## src/rtl/rv_pipe_pkg.sv

```systemverilog
// Shared types for the RV32I pipeline: ALU op encodings, register-index width
// and the decoded control bundle carried from ID to EX.
package rv_pipe_pkg;

    localparam int ALU_W = 4;
    localparam int REG_W = 5;

    typedef enum logic [ALU_W-1:0] {
        ALU_ADD  = 4'd0,
        ALU_SUB  = 4'd1,
        ALU_AND  = 4'd2,
        ALU_OR   = 4'd3,
        ALU_XOR  = 4'd4,
        ALU_SLL  = 4'd5,
        ALU_SRL  = 4'd6,
        ALU_SRA  = 4'd7,
        ALU_SLT  = 4'd8,
        ALU_SLTU = 4'd9,
        ALU_LUI  = 4'd10
    } alu_op_e;

    typedef struct packed {
        logic alu_src;
        logic mem_read;
        logic mem_write;
        logic mem_to_reg;
        logic reg_write;
        logic branch;
    } ctrl_t;

    localparam ctrl_t CTRL_BUBBLE = '0;

endpackage

```

## src/rtl/hazard_detect.sv

```systemverilog
// Load-use hazard detection for the ID/EX boundary. A taken branch in EX
// squashes the ID instruction, so it overrides the stall.
module hazard_detect
    import rv_pipe_pkg::*;
(
    input  logic             id_valid,
    input  logic [REG_W-1:0] id_rs1,
    input  logic [REG_W-1:0] id_rs2,
    input  logic             id_uses_rs1,
    input  logic             id_uses_rs2,
    input  logic             ex_valid,
    input  logic             ex_mem_read,
    input  logic [REG_W-1:0] ex_rd,
    input  logic             ex_flush,
    output logic             load_use,
    output logic             stall_if_id,
    output logic             flush_if_id
);

    logic rs1_hit;
    logic rs2_hit;

    assign rs1_hit     = id_uses_rs1 && (id_rs1 == ex_rd);
    assign rs2_hit     = id_uses_rs2 && (id_rs2 == ex_rd);
    assign load_use    = id_valid && ex_valid && ex_mem_read && (ex_rd != '0) && (rs1_hit || rs2_hit);
    assign stall_if_id = load_use && !ex_flush;
    assign flush_if_id = ex_flush;

endmodule

```

## src/rtl/id_ex_stage.sv

```systemverilog
// ID/EX pipeline register with bubble insertion on load-use or flush, plus
// saturating stall/flush event counters for performance debug.
module id_ex_stage #(
    parameter int XLEN  = 32,
    parameter int ALU_W = rv_pipe_pkg::ALU_W,
    parameter int CNT_W = 32
) (
    input  logic                        clk,
    input  logic                        reset,
    input  logic                        id_valid,
    input  logic [XLEN-1:0]             id_pc,
    input  logic [rv_pipe_pkg::REG_W-1:0] id_rs1,
    input  logic [rv_pipe_pkg::REG_W-1:0] id_rs2,
    input  logic                        id_uses_rs1,
    input  logic                        id_uses_rs2,
    input  logic [rv_pipe_pkg::REG_W-1:0] id_rd,
    input  logic [XLEN-1:0]             id_rs1_data,
    input  logic [XLEN-1:0]             id_rs2_data,
    input  logic [XLEN-1:0]             id_imm,
    input  logic [ALU_W-1:0]            id_alu_ctrl,
    input  logic                        id_alu_src,
    input  logic                        id_mem_read,
    input  logic                        id_mem_write,
    input  logic                        id_mem_to_reg,
    input  logic                        id_reg_write,
    input  logic                        id_branch,
    input  logic                        ex_flush,
    output logic                        stall_if_id,
    output logic                        flush_if_id,
    output logic                        ex_valid,
    output logic [XLEN-1:0]             ex_pc,
    output logic [XLEN-1:0]             ex_rs1_data,
    output logic [XLEN-1:0]             ex_rs2_data,
    output logic [XLEN-1:0]             ex_imm,
    output logic [rv_pipe_pkg::REG_W-1:0] ex_rs1,
    output logic [rv_pipe_pkg::REG_W-1:0] ex_rs2,
    output logic [rv_pipe_pkg::REG_W-1:0] ex_rd,
    output logic [ALU_W-1:0]            ex_alu_ctrl,
    output logic                        ex_alu_src,
    output logic                        ex_mem_read,
    output logic                        ex_mem_write,
    output logic                        ex_mem_to_reg,
    output logic                        ex_reg_write,
    output logic                        ex_branch,
    output logic [CNT_W-1:0]            stall_count,
    output logic [CNT_W-1:0]            flush_count
);

    import rv_pipe_pkg::*;

    logic             load_use;
    ctrl_t            id_ctrl;
    ctrl_t            ctrl_d,    ctrl_q;
    logic             valid_d,   valid_q;
    logic [XLEN-1:0]  pc_d,      pc_q;
    logic [XLEN-1:0]  rs1_dat_d, rs1_dat_q;
    logic [XLEN-1:0]  rs2_dat_d, rs2_dat_q;
    logic [XLEN-1:0]  imm_d,     imm_q;
    logic [REG_W-1:0] rs1_d,     rs1_q;
    logic [REG_W-1:0] rs2_d,     rs2_q;
    logic [REG_W-1:0] rd_d,      rd_q;
    logic [ALU_W-1:0] alu_d,     alu_q;
    logic [CNT_W-1:0] stall_cnt_d, stall_cnt_q;
    logic [CNT_W-1:0] flush_cnt_d, flush_cnt_q;

    hazard_detect u_hazard (
        .id_valid    (id_valid),
        .id_rs1      (id_rs1),
        .id_rs2      (id_rs2),
        .id_uses_rs1 (id_uses_rs1),
        .id_uses_rs2 (id_uses_rs2),
        .ex_valid    (valid_q),
        .ex_mem_read (ctrl_q.mem_read),
        .ex_rd       (rd_q),
        .ex_flush    (ex_flush),
        .load_use    (load_use),
        .stall_if_id (stall_if_id),
        .flush_if_id (flush_if_id)
    );

    assign id_ctrl = '{alu_src:    id_alu_src,
                       mem_read:   id_mem_read,
                       mem_write:  id_mem_write,
                       mem_to_reg: id_mem_to_reg,
                       reg_write:  id_reg_write,
                       branch:     id_branch};

    // Bubbles zero every field so a squashed slot can never match in forwarding.
    always_comb begin
        valid_d   = 1'b0;
        ctrl_d    = CTRL_BUBBLE;
        pc_d      = '0;
        rs1_dat_d = '0;
        rs2_dat_d = '0;
        imm_d     = '0;
        rs1_d     = '0;
        rs2_d     = '0;
        rd_d      = '0;
        alu_d     = '0;
        if (!ex_flush && !load_use) begin
            valid_d   = id_valid;
            ctrl_d    = id_ctrl;
            pc_d      = id_pc;
            rs1_dat_d = id_rs1_data;
            rs2_dat_d = id_rs2_data;
            imm_d     = id_imm;
            rs1_d     = id_rs1;
            rs2_d     = id_rs2;
            rd_d      = id_rd;
            alu_d     = id_alu_ctrl;
        end
    end

    always_comb begin
        stall_cnt_d = stall_cnt_q;
        flush_cnt_d = flush_cnt_q;
        if (stall_if_id && (stall_cnt_q != '1)) stall_cnt_d = stall_cnt_q + CNT_W'(1);
        if (ex_flush && (flush_cnt_q != '1))    flush_cnt_d = flush_cnt_q + CNT_W'(1);
    end

    always_ff @(posedge clk or posedge reset) begin
        if (reset) begin
            valid_q     <= 1'b0;
            ctrl_q      <= CTRL_BUBBLE;
            pc_q        <= '0;
            rs1_dat_q   <= '0;
            rs2_dat_q   <= '0;
            imm_q       <= '0;
            rs1_q       <= '0;
            rs2_q       <= '0;
            rd_q        <= '0;
            alu_q       <= '0;
            stall_cnt_q <= '0;
            flush_cnt_q <= '0;
        end else begin
            valid_q     <= valid_d;
            ctrl_q      <= ctrl_d;
            pc_q        <= pc_d;
            rs1_dat_q   <= rs1_dat_d;
            rs2_dat_q   <= rs2_dat_d;
            imm_q       <= imm_d;
            rs1_q       <= rs1_d;
            rs2_q       <= rs2_d;
            rd_q        <= rd_d;
            alu_q       <= alu_d;
            stall_cnt_q <= stall_cnt_d;
            flush_cnt_q <= flush_cnt_d;
        end
    end

    assign ex_valid      = valid_q;
    assign ex_pc         = pc_q;
    assign ex_rs1_data   = rs1_dat_q;
    assign ex_rs2_data   = rs2_dat_q;
    assign ex_imm        = imm_q;
    assign ex_rs1        = rs1_q;
    assign ex_rs2        = rs2_q;
    assign ex_rd         = rd_q;
    assign ex_alu_ctrl   = alu_q;
    assign ex_alu_src    = ctrl_q.alu_src;
    assign ex_mem_read   = ctrl_q.mem_read;
    assign ex_mem_write  = ctrl_q.mem_write;
    assign ex_mem_to_reg = ctrl_q.mem_to_reg;
    assign ex_reg_write  = ctrl_q.reg_write;
    assign ex_branch     = ctrl_q.branch;
    assign stall_count   = stall_cnt_q;
    assign flush_count   = flush_cnt_q;

endmodule

```

## config.mk

```make
export PLATFORM = sky130hd
export DESIGN_NAME = id_ex_stage
export DESIGN_NICKNAME = d
export VERILOG_FILES = /design/src/rtl/rv_pipe_pkg.sv /design/src/rtl/hazard_detect.sv /design/src/rtl/id_ex_stage.sv
export SDC_FILE = /design/constraint.sdc
export NUM_CORES = 1
export LEC_CHECK = 0
export ABC_AREA = 1
export CORE_ASPECT_RATIO = 1.1
export CORE_MARGIN = 2
export CORE_UTILIZATION = 44
export DETAILED_ROUTE_END_ITERATION = 8
export PLACE_DENSITY = 0.87
export SLEW_MARGIN = 20
export SYNTH_ARGS = -nofsm -noshare
export SYNTH_HDL_FRONTEND = slang
export SYNTH_SLANG_ARGS = --single-unit
export TNS_END_PERCENT = 1
```

## constraint.sdc

```tcl
create_clock -name clk -period 8.5 [get_ports clk]
set_clock_uncertainty 0.05 [all_clocks]
set_input_delay 0.85 -clock clk [delete_from_list [all_inputs] [get_ports clk]]
set_output_delay 0.85 -clock clk [all_outputs]
set_load 0.03 [all_outputs]
```

==> results.sh <==
export IMPL_crit_path_max_incr_delay_ps=680
export IMPL_grt_util_met3_pct=9.95
export IMPL_synthXorXnorAreaFrac_pct=3.29
export IMPL_ctsHoldBuffers=0
export IMPL_wl_per_cell_um=16.4
export IMPL_outcome="finished clean"
export IMPL_fp_dieW_um=145
export IMPL_viasPerCell=4.63
export IMPL_use_met2_pct=44.3
export IMPL_maxCapViolations=0
export IMPL_final_cells=1828
export IMPL_synth_largest_area_cell="dfrtp_1"
export IMPL_slew_viol_final=0
export IMPL_crit_chain="clkdlybuf4s50_1, inv_1, nand2_1, nand2_1, nor2_1, nand3_1, nand2_1, nand3_1, inv_1, clkdlybuf4s50_1"
export IMPL_min_delay_path_depth=2
export IMPL_drive_above_1_share_pct=4.89
export IMPL_io_buffers=378
export IMPL_syn_area_um2=9570
export IMPL_cts_sinks=218
export IMPL_cp_arrival_ps=2880
export IMPL_drtIter0Drc=456
export IMPL_reg2reg_depth=9
export IMPL_finalInstanceArea_um2=14400
export IMPL_yosysMostFrequentCell="nand2_1"
export IMPL_dp_cells=1783
export IMPL_syn2layout_area_growth_pct=50.0
export IMPL_relSlewSlack_pct=36.5
export IMPL_grt_pass1_wl_mm=46.2
export IMPL_synth_avg_cell_area_um2=8.38
export IMPL_overflow=0
export IMPL_fin_crit_sh_pct=44.5
export IMPL_drt_first_pass_iters=5
export IMPL_crit_path_end_kind="output port"
export IMPL_async_flop_share_pct=100
export IMPL_die_area_um2=23000
export IMPL_min_period_ps=3780
export IMPL_yosysWarnings=0
export IMPL_min_from="flush_count[19]$_DFFE_PP0P_"
export IMPL_ios=379
export IMPL_rrSetupSlack_ps=6050
export IMPL_postRouteWirelength_mm=30.1
export IMPL_num_rows=56
export IMPL_ys_ff_latch=218
export IMPL_root_buffer="clkbuf_16"
export IMPL_synth_distinct_cells=34
export IMPL_p_leak_nw=7.13
export IMPL_clock_path_buffers=3
export IMPL_synth_top_family_by_area="simple AND/OR/NAND/NOR gates"
export IMPL_fin_setup_tns_ps=0
export IMPL_yosys_area_share_simple_pct=28.1
export IMPL_insertion_delay_ps=520
export IMPL_cts_buffers=24
export IMPL_place_hpwl_mm=22.0
export IMPL_synthAdderAreaFrac_pct=0.261
export IMPL_grt_antenna_before_repair=3
export IMPL_startpoint="id_rs2[4]"
export IMPL_hold_slack_ps=491
export IMPL_nets=1680
export IMPL_ys_top_cells_by_area="dfrtp_1 (57%), nand2_1 (13%), nor2_1 (9.0%), inv_1 (7.6%), xor2_1 (2.1%)"
export IMPL_post_cts_buffers=0
export IMPL_busiest_layer="met2"
export IMPL_required_ps=7600
export IMPL_synth_common_cells="nand2_1 (329), nor2_1 (230), dfrtp_1 (218)"
export IMPL_grt_max_degree=155
export IMPL_clk_pin_slew_ps=60
export IMPL_timing_rr_start="stall_count[0]$_DFFE_PP0P_"
export IMPL_pre_cts_ws_ps=4720
export IMPL_ys_seq_area_share_pct=57.0
export IMPL_initial_core_util_pct=44.8
export IMPL_htree_levels=1
export IMPL_power_density_nw_per_um2=185
export IMPL_rsz0062_at_grt="false"
export IMPL_synth_cells=1142
export IMPL_synth_top_area_share_pct=57.0
export IMPL_irDropWorstVdd_mv=0.190
export IMPL_synth_ff_type="dfrtp_1"
export IMPL_gp_congestion=0.904
export IMPL_slowest_stage="clkdlybuf4s50_1"
export IMPL_grt_pass1_vias=8756
export IMPL_cts_tree="built"
export IMPL_coreArea_um2=21400
export IMPL_cts_resized=0
export IMPL_start_kind="primary input"
export IMPL_ant_nets=0
export IMPL_setup_slack_ps=4720
export IMPL_max_slew_worst_pin_slew_ps=952
export IMPL_finalHoldViolCount=0
export IMPL_synth_edf_count=0
export IMPL_syn_num_nets=1303
export IMPL_criticalPathCategory="primary input to output port"
export IMPL_grt_total_usage_pct=26.2
export IMPL_vias=8462
export IMPL_fmax_ghz=0.264
export IMPL_setup_viol=0
export IMPL_crit_fanout=3
export IMPL_synth_compound_area_share_pct=1.31
export IMPL_die_y_um=159
export IMPL_hold_class="register to register"
export IMPL_drcViolationCount=0
export IMPL_cp_common_cell="nand2_1"
export IMPL_place_area_um2=13500
export IMPL_grtUsageMet1_pct=30.0
export IMPL_synth_mux_area_share_pct=0
cell type report:
class / count / area (um^2)
Fill cell: 1619 / 7020
Sequential cell: 218 / 5460
Timing Repair Buffer: 379 / 3790
Multi-Input combinational cell: 697 / 3170
Inverter: 199 / 757
Clock buffer: 32 / 682
Tap cell: 290 / 363
Clock inverter: 9 / 125
Antenna cell: 4 / 10.0
through the flow:
stage               util (%)  total power [W]
global placement        63.3          0.00160
finish                  67.2          0.00266
floorplan                  -          0.00138
global route            67.1          0.00276
CTS                     67.1          0.00268
detailed placement      63.3          0.00161
layer usage:
| layer | up-vias | part of all wire, % | wire, um |
|---|---|---|---|
| met2 | 338 | 49 | 14800 |
| met4 | 0 | 3.9 | 1160 |
| met5 | - | 0 | 0 |
| met1 | 3942 | 37 | 11100 |
| li1 | 4108 | - | - |
| met3 | 74 | 9.7 | 2910 |
final timing paths:
path	to
max in group asynchronous	ex_imm[2]$_DFF_PP0_
worst max register to register	stall_count[14]$_DFFE_PP0P_
worst min register to register	flush_count[19]$_DFFE_PP0P_
worst min-delay path	flush_count[19]$_DFFE_PP0P_
min in group asynchronous	ex_rs1_data[23]$_DFF_PP0_
worst max-delay path	stall_if_id
cells in the final DEF (no fill, tap or decap), types with 2 or more instances in the layout:
master and count:
nand3_1 21, inv_1 193, clkbuf_1 4, nand2_1 329, o21ai_2 8, clkbuf_8 3, nor2_2 3, xnor2_1 13
clkinvlp_4 2, ha_1 2, clkinv_2 4, diode_2 4, nor3_1 15, bufinv_16 3, clkdlybuf4s50_1 378, inv_2 4
nor3b_1 2, nor2_1 230, dfrtp_1 218, nand3b_1 12, o21ai_0 7, nor2_4 4, nand4_1 9, xor2_1 23
clkbuf_16 25, nand2_4 3, nand2_8 2, nand2_2 4
logic make-up (layout without fill, tap and decap cells):
| logic type | after synthesis | in the layout |
|---|---|---|
| buffers and inverters | 227 | 619 |
| other | 0 | 4 |
| XOR/XNOR | 36 | 36 |
| flip-flops | 218 | 218 |
| AND/OR/NAND/NOR | 641 | 641 |
| adder cells (fa/ha/maj) | 2 | 2 |
| AO/OA/AOI/OAI | 18 | 18 |
worst max-delay path, delay by kind of cell:
kind | cells | cell delay, ps
AND/OR/NAND/NOR | 6 | 690
buffers and inverters | 4 | 1330
where the power goes:
| part | total [W] | switching (W) | internal (W) | leakage (nW) |
|---|---|---|---|---|
| combinational | 0.000458 | 0.000262 | 0.000197 | 3.88 |
| clock | 0.00107 | 0.000418 | 0.000651 | 0.393 |
| sequential | 0.00113 | 0.0000376 | 0.00109 | 2.86 |
Power figures use the tool's default switching activity.
